File: config.mk
export PLATFORM = sky130hd
export DESIGN_NAME = memory_read
export DESIGN_NICKNAME = d
export VERILOG_FILES = /design/src/rtl/memory_read_pkg.sv /design/src/rtl/memory_read_port.sv /design/src/rtl/memory_read.sv
export SDC_FILE = /design/constraint.sdc
export NUM_CORES = 1
export LEC_CHECK = 0
export CAP_MARGIN = 20
export CORE_AREA = 2 2 265 267
export DETAILED_ROUTE_END_ITERATION = 12
export DIE_AREA = 0 0 267 269
export GPL_TIMING_DRIVEN = 0
export SLEW_MARGIN = 20
export SYNTH_ARGS = -nofsm -noshare
export SYNTH_HDL_FRONTEND = slang
export SYNTH_SLANG_ARGS = --single-unit
File: constraint.sdc
create_clock -name clk -period 3.87 [get_ports clk]
set_input_delay 0.9675 -clock clk [delete_from_list [all_inputs] [get_ports clk]]
set_output_delay 0.9675 -clock clk [all_outputs]
set_load 0.01 [all_outputs]
File: src/rtl/memory_read_pkg.sv
// Shared types and constants for the memory-read pipeline stage.
// Latency: n/a (package only).
// Backpressure: n/a (package only).
//   memState   - stage FSM encoding
//   READ/WRITE, MEMORY, INSN/DATA - dCache request tag fields, TAG_WIDTH bits total
package memory_read_pkg;

    typedef enum logic [2:0] {
        IDLE,
        REQ1,
        WAIT1,
        REQ2,
        WAIT2,
        HOLD,
        DRAIN
    } memState;

    localparam int TAG_WIDTH = 13;

    localparam logic       READ   = 1'b1;
    localparam logic       WRITE  = 1'b0;
    localparam logic [3:0] MEMORY = 4'b0001;
    localparam logic       INSN   = 1'b0;
    localparam logic       DATA   = 1'b1;

    // Tag layout: {direction, target, insn/data, 7 reserved bits}.
    function automatic logic [TAG_WIDTH-1:0] makeTag(input logic isWrite, input logic isInsn);
        return {isWrite ? WRITE : READ, MEMORY, isInsn ? INSN : DATA, 7'b0};
    endfunction

    // Src1 is always read first, so the entry state only depends on which
    // sources need the cache.
    function automatic memState firstState(input logic src1Mem, input logic src2Mem);
        if (src1Mem) begin
            return REQ1;
        end else if (src2Mem) begin
            return REQ2;
        end else begin
            return HOLD;
        end
    endfunction

endpackage

File: src/rtl/memory_read_port.sv
// Single-read dCache handshake port: drives the request while the sequencer is in a request phase, acks responses in a wait phase.
// Latency: combinational; the sequencer decides how long each phase lasts.
// Backpressure: request held until reqack; response consumed in the same cycle respcyc is seen.
//   reqPhase/waitPhase in  - which half of the read the sequencer is in
//   addr               in  - byte address of the current read
//   reqcyc/req/reqtag  out - dCache request, address forced to 0 when idle
//   reqack             in  - request accepted; reflected on granted
//   respcyc/resp       in  - response valid/data
//   respack            out - response consumed; dataValid/data carry it to the sequencer
module mem_read_port
    import memory_read_pkg::*;
(
    input  logic                 reqPhase,
    input  logic                 waitPhase,
    input  logic [63:0]          addr,
    output logic                 reqcyc,
    output logic [63:0]          req,
    output logic [TAG_WIDTH-1:0] reqtag,
    input  logic                 reqack,
    output logic                 granted,
    input  logic                 respcyc,
    input  logic [63:0]          resp,
    output logic                 respack,
    output logic                 dataValid,
    output logic [63:0]          data
);

    assign reqcyc    = reqPhase;
    assign req       = reqPhase ? addr : 64'd0;
    assign reqtag    = makeTag(1'b0, 1'b0);
    assign granted   = reqPhase & reqack;
    // Only ack a response while a read is actually outstanding.
    assign respack   = waitPhase & respcyc;
    assign dataValid = respack;
    assign data      = resp;

endmodule

File: src/rtl/memory_read.sv
// Memory-read pipeline stage: fetches memory source operands (Src1 then Src2) from the dCache and hands a full instruction to execute.
// Latency: 1 cycle with no memory sources; each read adds (cycles to reqack + cycles to respcyc + 1).
// Backpressure: stallOut high in every state except IDLE and HOLD with readyIn; HOLD keeps outputs stable until readyIn.
//   clk/reset                              - clock, synchronous active-high reset
//   validIn/killIn                         - upstream instruction valid / squash
//   opcodeIn, currentRipIn, isMemoryAccessSrc*In, memoryAddressSrc*In, operand*In - instruction fields
//   readyIn                                - execute accepts the output
//   reqcyc/req/reqtag/reqack, respcyc/resp/respack - dCache read channel
//   validOut, opcodeOut, currentRipOut, operand1Out, operand2Out - registered result
//   stallOut                               - combinational stall to upstream
module memory_read
    import memory_read_pkg::*;
(
    input  logic                 clk,
    input  logic                 reset,
    input  logic                 validIn,
    input  logic                 killIn,
    input  logic [7:0]           opcodeIn,
    input  logic [63:0]          currentRipIn,
    input  logic                 isMemoryAccessSrc1In,
    input  logic                 isMemoryAccessSrc2In,
    input  logic [63:0]          memoryAddressSrc1In,
    input  logic [63:0]          memoryAddressSrc2In,
    input  logic [63:0]          operand1In,
    input  logic [63:0]          operand2In,
    input  logic                 readyIn,
    output logic                 reqcyc,
    output logic [63:0]          req,
    output logic [TAG_WIDTH-1:0] reqtag,
    input  logic                 reqack,
    input  logic                 respcyc,
    input  logic [63:0]          resp,
    output logic                 respack,
    output logic                 validOut,
    output logic [7:0]           opcodeOut,
    output logic [63:0]          currentRipOut,
    output logic [63:0]          operand1Out,
    output logic [63:0]          operand2Out,
    output logic                 stallOut
);

    memState     state, nextState;
    logic        isMem2;
    logic [63:0] addr1, addr2;

    logic        accept;
    logic        capture1, capture2;
    logic        reqPhase, waitPhase;
    logic [63:0] portAddr;
    logic        granted, dataValid;
    logic [63:0] portData;

    mem_read_port port (
        .reqPhase  (reqPhase),
        .waitPhase (waitPhase),
        .addr      (portAddr),
        .reqcyc    (reqcyc),
        .req       (req),
        .reqtag    (reqtag),
        .reqack    (reqack),
        .granted   (granted),
        .respcyc   (respcyc),
        .resp      (resp),
        .respack   (respack),
        .dataValid (dataValid),
        .data      (portData)
    );

    always_ff @(posedge clk) begin
        if (reset) begin
            state <= IDLE;
        end else begin
            state <= nextState;
        end
    end

    always_comb begin
        nextState = state;
        accept    = 1'b0;
        capture1  = 1'b0;
        capture2  = 1'b0;
        stallOut  = 1'b1;
        reqPhase  = 1'b0;
        waitPhase = 1'b0;
        portAddr  = addr1;
        case (state)
            IDLE: begin
                stallOut = 1'b0;
                if (validIn && !killIn) begin
                    accept    = 1'b1;
                    nextState = firstState(isMemoryAccessSrc1In, isMemoryAccessSrc2In);
                end
            end
            REQ1: begin
                reqPhase = 1'b1;
                // A kill that coincides with the grant still owes the cache a response ack.
                if (granted) begin
                    nextState = killIn ? DRAIN : WAIT1;
                end else if (killIn) begin
                    nextState = IDLE;
                end
            end
            WAIT1: begin
                waitPhase = 1'b1;
                // If the response lands in the kill cycle it is acked and dropped here,
                // otherwise DRAIN would wait for a response that already went by.
                if (killIn) begin
                    nextState = dataValid ? IDLE : DRAIN;
                end else if (dataValid) begin
                    capture1  = 1'b1;
                    nextState = isMem2 ? REQ2 : HOLD;
                end
            end
            REQ2: begin
                reqPhase = 1'b1;
                portAddr = addr2;
                if (granted) begin
                    nextState = killIn ? DRAIN : WAIT2;
                end else if (killIn) begin
                    nextState = IDLE;
                end
            end
            WAIT2: begin
                waitPhase = 1'b1;
                portAddr  = addr2;
                if (killIn) begin
                    nextState = dataValid ? IDLE : DRAIN;
                end else if (dataValid) begin
                    capture2  = 1'b1;
                    nextState = HOLD;
                end
            end
            HOLD: begin
                stallOut = !readyIn;
                if (killIn) begin
                    nextState = IDLE;
                end else if (readyIn) begin
                    if (validIn) begin
                        accept    = 1'b1;
                        nextState = firstState(isMemoryAccessSrc1In, isMemoryAccessSrc2In);
                    end else begin
                        nextState = IDLE;
                    end
                end
            end
            DRAIN: begin
                waitPhase = 1'b1;
                if (dataValid) begin
                    nextState = IDLE;
                end
            end
            default: begin
                nextState = IDLE;
            end
        endcase
    end

    // Instruction latch. The output registers double as the operand latches:
    // register values are loaded on acceptance and overwritten by cache data.
    always_ff @(posedge clk) begin
        if (reset) begin
            validOut      <= 1'b0;
            opcodeOut     <= 8'd0;
            currentRipOut <= 64'd0;
            operand1Out   <= 64'd0;
            operand2Out   <= 64'd0;
            isMem2        <= 1'b0;
            addr1         <= 64'd0;
            addr2         <= 64'd0;
        end else begin
            validOut <= (nextState == HOLD);
            if (accept) begin
                opcodeOut     <= opcodeIn;
                currentRipOut <= currentRipIn;
                operand1Out   <= operand1In;
                operand2Out   <= operand2In;
                isMem2        <= isMemoryAccessSrc2In;
                addr1         <= memoryAddressSrc1In;
                addr2         <= memoryAddressSrc2In;
            end else if (capture1) begin
                operand1Out <= portData;
            end else if (capture2) begin
                operand2Out <= portData;
            end
        end
    end

endmodule

# After elaboration in Yosys (flattened, before gate mapping)
# Index checks and enable logic that the tools add are counted.
# word_totals
mem_bits_rw	0
n_memories	0
elab_cells	67
romBits	0
regBits	333
latchBits	0
# op_classes
eq_ne	8
n_div	0
muxes	38
reduce_logical	10
mul	0
n_addsub	0
magnitude_cmp	0
shift	0
bitwise_logic	2
# op_table
operator	count
64-bit two-way mux	7
3-bit two-way mux	17
3-bit one-hot mux with 7 select lines	1
3-bit == test (second input constant)	4
1-bit two-way mux	10
3-bit by 2-bit == test with 1-bit output (second input constant)	2
1-bit one-hot mux with 2 select lines	2
2-bit nonzero test	2
2-bit OR reduction	2
3-bit by 1-bit == test with 1-bit output (second input constant)	1
3-bit logical NOT	1
3-bit OR reduction	1
1-bit bitwise AND	2
1-bit logical NOT	2
2-bit two-way mux	1
2-bit inequality test (second input constant)	1
2-bit AND reduction	1
1-bit logical AND	1

# Longest topological paths before layout
# Gate-level depths: netlist of run 1.
# logic_depth
depth_word	10
depth_mapped	7
ltp_nobuf	4

# By module
# A second synthesis of run 1 with hierarchy kept.
# unflattened
cells_unflattened	1801
area_unflattened_um2	14685.3
# modules_own_cells
mod	n_inst	seq_area_each_um2	area_per_inst_um2	cells_each
memory_read	1	6666.4	13599.3	1647
mem_read_port	1	0.0	1086.0	154

# Worst setup path after synthesis of run 1
# Ideal clock, no wire load.
# synth_timing
path_kind	flip-flop to output port
from	register state[2]
to	output port req[13]
setup_slack_ns	1.334
required_ns	2.903
arrival_time_ns	1.569
path_stages_with_launch	7
cell_sequence	dfxtp_1 buf_2 nand2b_1 mux2i_2 clkbuf_1 nand2_1 a21oi_1
# synth_via
elab_chain_len	4
# synth_rtl
item	line	rtl
from (decl)	memory_read.sv:42	memState state, nextState;
from (signal assigned)	memory_read.sv:73	state <= nextState;
3-bit == test (tied with other cells)	memory_read.sv:86	case (state)
2-bit OR reduction (no line)	n/a	
64-bit two-way mux or 1-bit two-way mux (tied branches)	memory_read.sv:86	
64-bit two-way mux *	memory_read_port.sv:29	assign req = reqPhase ? addr : 64'd0;
to (decl)	memory_read.sv:28	output logic [63:0] req,
# Mark *: on every way between the ends. The rest lies on a longest branch, timed or not.

# Final worst setup path of run 1
# layout_timing
from	register state[0]
to	output port req[23]
# Same word-level chain as after synthesis.

==> results of run 1 <==
metrics by stage:
stage               TNS (ns)  std cells  hold WS [ns]
floorplan                  0       1878         0.437
global placement       -1.28       3485         0.442
finish                     0       3563         0.452
global route        -0.00220       3561         0.465
CTS                        0       3558         0.454
detailed placement     -4.51       3485         0.447
cell usage in the layout, fill, tap and decap left out, drive strengths merged, types with 3 or more instances in the layout:
cell             n
nand2          790
clkdlybuf4s50  640
dfxtp          333
a21oi          268
nor2           130
a311oi         128
clkbuf         118
buf            112
dlymetal6s2s    19
conb            13
clkinv           9
dlygate4sd2      8
bufinv           7
diode            5
nand2b           5
o21ai            3
nor2b            3
o211ai           3
final timing paths:
kind,startpoint,to,slack [ns],depth (start not counted)
worst max-delay path,state[0],req[23],0.11,8
worst min-delay path,currentRipOut[7],currentRipOut[7],0.45,2
worst max register to register,state[1],operand2Out[3],1.50,6
worst min register to register,currentRipOut[7],currentRipOut[7],0.45,2
sequential cells by signal, summed over array words and instances (netlist names):
name / cells
operand2Out: 64
isMem2: 1
validOut: 1
currentRipOut: 64
opcodeOut: 8
state: 3
addr2: 64
addr1: 64
operand1Out: 64
worst max-delay path, delay by kind of cell, from the launching register on:
family	cells	cell delay (ns)
AND/OR/NAND/NOR	2	0.29
buffers and inverters	4	1.17
flip-flops	1	0.41
multiplexers	1	0.18
AO/OA/AOI/OAI	1	0.20
cell families after synthesis:
family                 Yosys count
AO/OA/AOI/OAI                  413
AND/OR/NAND/NOR                939
XOR/XNOR                         1
flip-flops                     333
buffers and inverters          176
multiplexers                     3
other                            2
area by class of cell:
class                      instances  area (sq um)  area share, %
antenna                            5          12.5         0.0534
buffer                           172           928           3.96
clock buffer                      55          1150           4.91
clock inverter                    16           255           1.09
inverter                           3          15.0         0.0641
multi-input combinational       1369          6450           27.6
sequential                       333          6670           28.5
tap                              940          1180           5.02
timing repair buffer             670          6760           28.9
per-layer routing:
layer	wire (um)	GRT usage (%)
met1	27600	21.0
met2	35700	33.7
met3	6210	6.07
met4	1750	5.33
met5	78	0
where the power goes:
part / total (W) / leakage [nW] / internal, W / switching [W]
Clock: 0.00410 / 0.698 / 0.00253 / 0.00156
Sequential: 0.00383 / 2.72 / 0.00368 / 0.000142
Combinational: 0.00192 / 5.01 / 0.000959 / 0.000957
Total: 0.00984 / 8.44 / 0.00718 / 0.00266
timing repair:
| item | CTS | global route |
|---|---|---|
| gates resized for setup | 28 | 37 |
| setup buffers | 3 | 0 |
| endpoints found under the setup margin | 64 | 47 |
==> summary.txt, run 1 <==
xor-xnor portion of the synthesized cell area: 0.0628%
TritonCTS Buffers: 39
fin worst setup slack: 0.109 ns
Overflow after GRT: 0
P_leak: 8.44 nW
largest area contributor in the netlist: dfxtp_1
worst slack, placed: -0.200 ns
num ports: 682
Syn Inst Count: 1867
Final Setup Violations: 0
Max-Cap Viols: 0
CTS H-Tree Depth: 2
gr usage total: 18.7%
vias per cell: 4.43
post-DR wirelength/cell: 20.0 um
gpl congestion: 0.891
Starting Density: 20.1%
Hold/Removal Path Class: reg -> reg
CP dominant cell by count: buf_6
Post-synth top cells: nand2_1 (790), dfxtp_1 (333), a21oi_1 (268)
port bufs: 667
largest cells by area after synthesis: dfxtp_1 (48%), nand2_1 (21%), a21oi_1 (9.6%)
filler instances: 7373
Async SR Flop Fraction: 0%
largest net degree at the start of global routing: 14
proportion of synthesized area in mux cells: 0.260%
first-pass GRT wire length: 100000 um
Power Density: 420 nW/um^2
fmax: 266 MHz
DPL Wire Length: 55200 um
cts hold-fix bufs: 0
core area: 69300 sq um
Cell Area, Placed: 21800 sq um
Fin. Hold Viols: 0
Site Rows: 97
die footprint: 71800 sq um
clk_lat worst skew: 0.54 ns
Distinct cells, synth: 41
nets: 2989
Max VDD drop: 0.000254 V
area grow syn2layout: 67.9%
clk buf depth: 3
post-synthesis compound-gate area fraction: 19.5%
run status: finished clean
Most used DFF post-synth: dfxtp_1
Tot Pwr: 0.00984 W
Seq/Total Area, Yosys: 47.8%
vias: 15800
CTS clk-pin slew, worst paths: 0.06 ns
RSZ-0062 raised after global routing: yes
vias in the first global route: 15100
Startpoint Class: flop
initial antenna violation count: 13
Crit path largest cell delay: 0.58 ns
CTS tree: done
DRT Wirelength: 71300 um
Required @ worst endpoint: 2.90 ns
Slew Limit Headroom: 33.2%
Max FO, Critical Path: 10
Worst Setup End Kind: output port
Post-synth EDFFs: 0
CTS sink cnt: 333
worst-margin pin slew: 1.00 ns
Die X: 267 um
Mapped Area: 13900 sq um
CTS root buf: clkbuf_16
final worst path period share: 97.2%
synth warn: 0
fin util: 33.8%
cells along the critical path: buf_6 -> nand2b_4 -> mux2_2 -> buf_6 -> buf_4 -> nand2_1 -> a21oi_2 -> clkdlybuf4s50_1
flops & latches, synth: 333
largest family of logic cells by synthesized area: simple AND/OR/NAND/NOR gates
number of iterations in the first detailed-routing pass: 7
Critical Path Slowest Stage Cell: clkdlybuf4s50_1
CP Class: reg -> out
post-route cell area: 23400 sq um
DR iter-0 viols: 872
most common cell in the synthesized netlist: nand2_1
worst path arrival time: 2.79 ns
Max Slew Vio Count: 0
Post-Route Skew: 0.0161 ns
min cycle time layout: 3.76 ns
Avg Inst Size Synth: 7.47 sq um
share of layout cells above drive strength 1: 8.52%
Routed Antenna Nets: 0
die span in y: 269 um
drt drc: 0
Adder-Cell Fraction of Synth Area: 0%
Synth Area in Simple Gates: 25.8%
Synth top area share: 47.8%
Note: power is estimated with default switching activity, not from simulation.
==> run 2, diff against run 1 <==
- CELL_PAD_IN_SITES_DETAIL_PLACEMENT: unset -> 1
- CELL_PAD_IN_SITES_GLOBAL_PLACEMENT: unset -> 1
- CORE_AREA: 2 2 265 267 -> 3 3 262 264
- DIE_AREA: 0 0 267 269 -> 0 0 265 267
- PLACE_DENSITY_LB_ADDON: unset -> 0.1
==> run 2 against run 1 <==
Non-clock buffer count up 1. Worst setup slack improved by 0.036 ns. Combinational power barely moved. First-iteration DRC count down 26%. Via count up 0.63%.
==> summary.txt, run 2 (synthesis gave the netlist of run 1 again) <==
run status: finished clean (unchanged)
Overflow after GRT: 0 (unchanged)
most frequent cells in the layout: nand2_1 (790), clkdlybuf4s50_1 (654), dfxtp_1 (332), a21oi_1 (267), nor2_1 (130) (was nand2_1 (790), clkdlybuf4s50_1 (640), dfxtp_1 (333), a21oi_1 (263), nor2_1 (130))
cts hold-fix bufs: 0 (unchanged)
Crit path largest cell delay: 0.50 ns (was 0.58 ns)
DRT Wirelength: 77300 um (was 71300 um)
R2R setup slack: 1.57 ns (was 1.50 ns)
Reg2Reg Launch Point: state[2] (was state[1])
area grow syn2layout: 67.6% (was 67.9%)
filler instances: 7915 (was 7373)
CTS H-Tree Depth: 2 (unchanged)
Slew Limit Headroom: 36.4% (was 33.2%)
Starting Density: 20.9% (was 20.1%)
Bufs and invs on worst path: 4 (unchanged)
Pint: 0.00722 W (was 0.00718 W)
Routed Antenna Nets: 0 (unchanged)
CTS sink cnt: 333 (unchanged)
Power Density: 426 nW/um^2 (was 420 nW/um^2)
Site Rows: 95 (was 97)
Top delay family on crit path: buffers and inverters (unchanged)
initial antenna violation count: 27 (was 13)
vias in the first global route: 17200 (was 15100)
DPL Wire Length: 60800 um (was 55200 um)
cells along the critical path: buf_2 -> nand2b_2 -> clkbuf_2 -> clkbuf_1 -> a21oi_1 -> clkdlybuf4s50_1 (was buf_6 -> nand2b_4 -> mux2_2 -> buf_6 -> buf_4 -> nand2_1 -> a21oi_2 -> clkdlybuf4s50_1)
TritonCTS Buffers: 44 (was 39)
gpl congestion: 0.876 (was 0.891)
num ports: 682 (unchanged)
Critical Path Slowest Stage Cell: clkdlybuf4s50_1 (unchanged)
final worst path period share: 96.2% (was 97.2%)
nets: 2995 (was 2989)
core area: 66800 sq um (was 69300 sq um)
gr usage total: 20.9% (was 18.7%)
die footprint: 70800 sq um (was 71800 sq um)
Final Setup Violations: 0 (unchanged)
RSZ-0062 raised after global routing: yes (unchanged)
Startpoint Class: flop (unchanged)
Clk pwr share: 42.3% (was 41.6%)
Max-Cap Viols: 0 (unchanged)
vias: 15900 (was 15800)
Post-Route Skew: 0.00913 ns (was 0.0161 ns)
port bufs: 667 (unchanged)
die span in y: 267 um (was 269 um)
share of layout cells above drive strength 1: 8.41% (was 8.52%)
Max Slew Vio Count: 0 (unchanged)
clk_lat worst skew: 0.56 ns (was 0.54 ns)
vias per cell: 4.52 (was 4.43)
clk buf depth: 3 (unchanged)
CTS tree: done (unchanged)
Sw Pwr: 0.00273 W (was 0.00266 W)
Hold/Removal Path Class: reg -> reg (unchanged)
most common cell after layout, fill and taps aside: nand2_1 (unchanged)
Die X: 265 um (was 267 um)
Worst Setup End Kind: output port (unchanged)
Max VDD drop: 0.000267 V (was 0.000254 V)
drt drc: 0 (unchanged)
number of iterations in the first detailed-routing pass: 4 (was 7)
Tot Pwr: 0.00996 W (was 0.00984 W)
largest net degree at the start of global routing: 12 (was 14)
fmax: 269 MHz (was 266 MHz)
worst path arrival time: 2.76 ns (was 2.79 ns)
placed cells: 3418 (was 3485)
part of the power in registers: 38.4% (was 38.9%)
min cycle time layout: 3.72 ns (was 3.76 ns)
worst-margin pin slew: 0.954 ns (was 1.00 ns)
Multi-input gate area: 6440 sq um (was 6450 sq um)
CTS root buf: clkbuf_16 (unchanged)
post-DR wirelength/cell: 22.0 um (was 20.0 um)
CP Class: reg -> out (unchanged)
P_leak: 8.23 nW (was 8.44 nW)
fin util: 35.0% (was 33.8%)
Hold Worst Slack: 0.455 ns (was 0.452 ns)
CTS clk-pin slew, worst paths: 0.06 ns (about the same)
Cell Count, Final, Fillers Out: 3514 (was 3563)
hold depth: 2 (unchanged)
Register Area: 6670 sq um (about the same)
DR iter-0 viols: 644 (was 872)
R2R cell count: 7 (was 6)
Required @ worst endpoint: 2.90 ns (about the same)
Hold EP: addr1[29] (was currentRipOut[7])
first-pass GRT wire length: 112000 um (was 100000 um)
r2r endpoint: currentRipOut[21] (was operand2Out[3])
Comb pwr share: 19.3% (was 19.5%)
Fin. Hold Viols: 0 (unchanged)
Max FO, Critical Path: 10 (unchanged)
switch share: 27.4% (was 27.1%)
Worst Hold Launch: addr1[29] (was currentRipOut[7])
-- run 2: cell count changes in the layout (fill, tap and decap cells not counted), moves of 4 or more --
cell,change
clkdlybuf4s50_1,+14
dlymetal6s2s_1,-12
a21oi_1,+4
clkbuf_1,+7
clkbuf_16,+4
diode_2,+9
clkinv_2,-4
a21oi_2,-4
clkbuf_8,+6
bufinv_16,-4
-- run 2: worst max-delay path by stage --
stage | from | endpoint | cells past startpoint
floorplan | state[2] | req[13] | 6
global placement | state[0] | req[33] | 7
detailed placement | state[0] | req[33] | 7
CTS | state[0] | req[33] | 8
global route | state[2] | req[32] | 6
finish | state[2] | req[30] | 6
-- run 2: metrics by stage --
stage | instance area [sq um] | setup slack (ns) | TNS (ns)
after floorplan | 14000 | 1.33 | 0
after global placement | 21800 | -0.123 | -0.901
after detailed placement | 21800 | -0.167 | -2.15
after CTS | 23300 | -0.0443 | -0.126
after global routing | 23400 | -0.0296 | -0.0653
final | 23400 | 0.146 | 0
-- run 2: power groups by stage --
stage               clock network, W  logic [W]  registers, W
finish                       0.00421    0.00192       0.00383
global route                 0.00449    0.00209       0.00386
CTS                          0.00436    0.00195       0.00383
detailed placement                 0    0.00193       0.00389
global placement                   0    0.00190       0.00389
floorplan                          0   0.000678       0.00395
-- run 2: layout make-up --
type                    instances  area share [%]
plain buffers                 172            3.98
flip-flops and latches        333            28.5
well taps                     873            4.67
diodes                         14           0.150
inverters                       3          0.0482
clock buffers                  71            5.79
clock inverters                 8           0.492
multi-input cells            1369            27.5
repair buffers                671            28.8
-- run 2: layer usage --
layer / wire length, um / track usage (%)
met1: 29600 / 22.7
met2: 39800 / 38.6
met3: 6370 / 8.03
met4: 1310 / 4.65
met5: 171 / 0
-- run 2: tightest hold or removal path, stage by stage, from the launching register on --
cell     delay, ns
dfxtp_1       0.31
nand2_1       0.05
a21oi_1       0.05
-- run 2: what timing repair did --
item,4_1_cts,5_1_grt
endpoints found under the setup margin,64,53
setup buffers,4,0
pin swaps,0,0
resized for setup,21,28
==> run 3, diff against run 2 <==
- ABC_CLOCK_PERIOD_IN_PS: unset -> 3870
==> results of run 3 <==
Same layout as run 2: the final DEF is identical, and so are final timing and power.
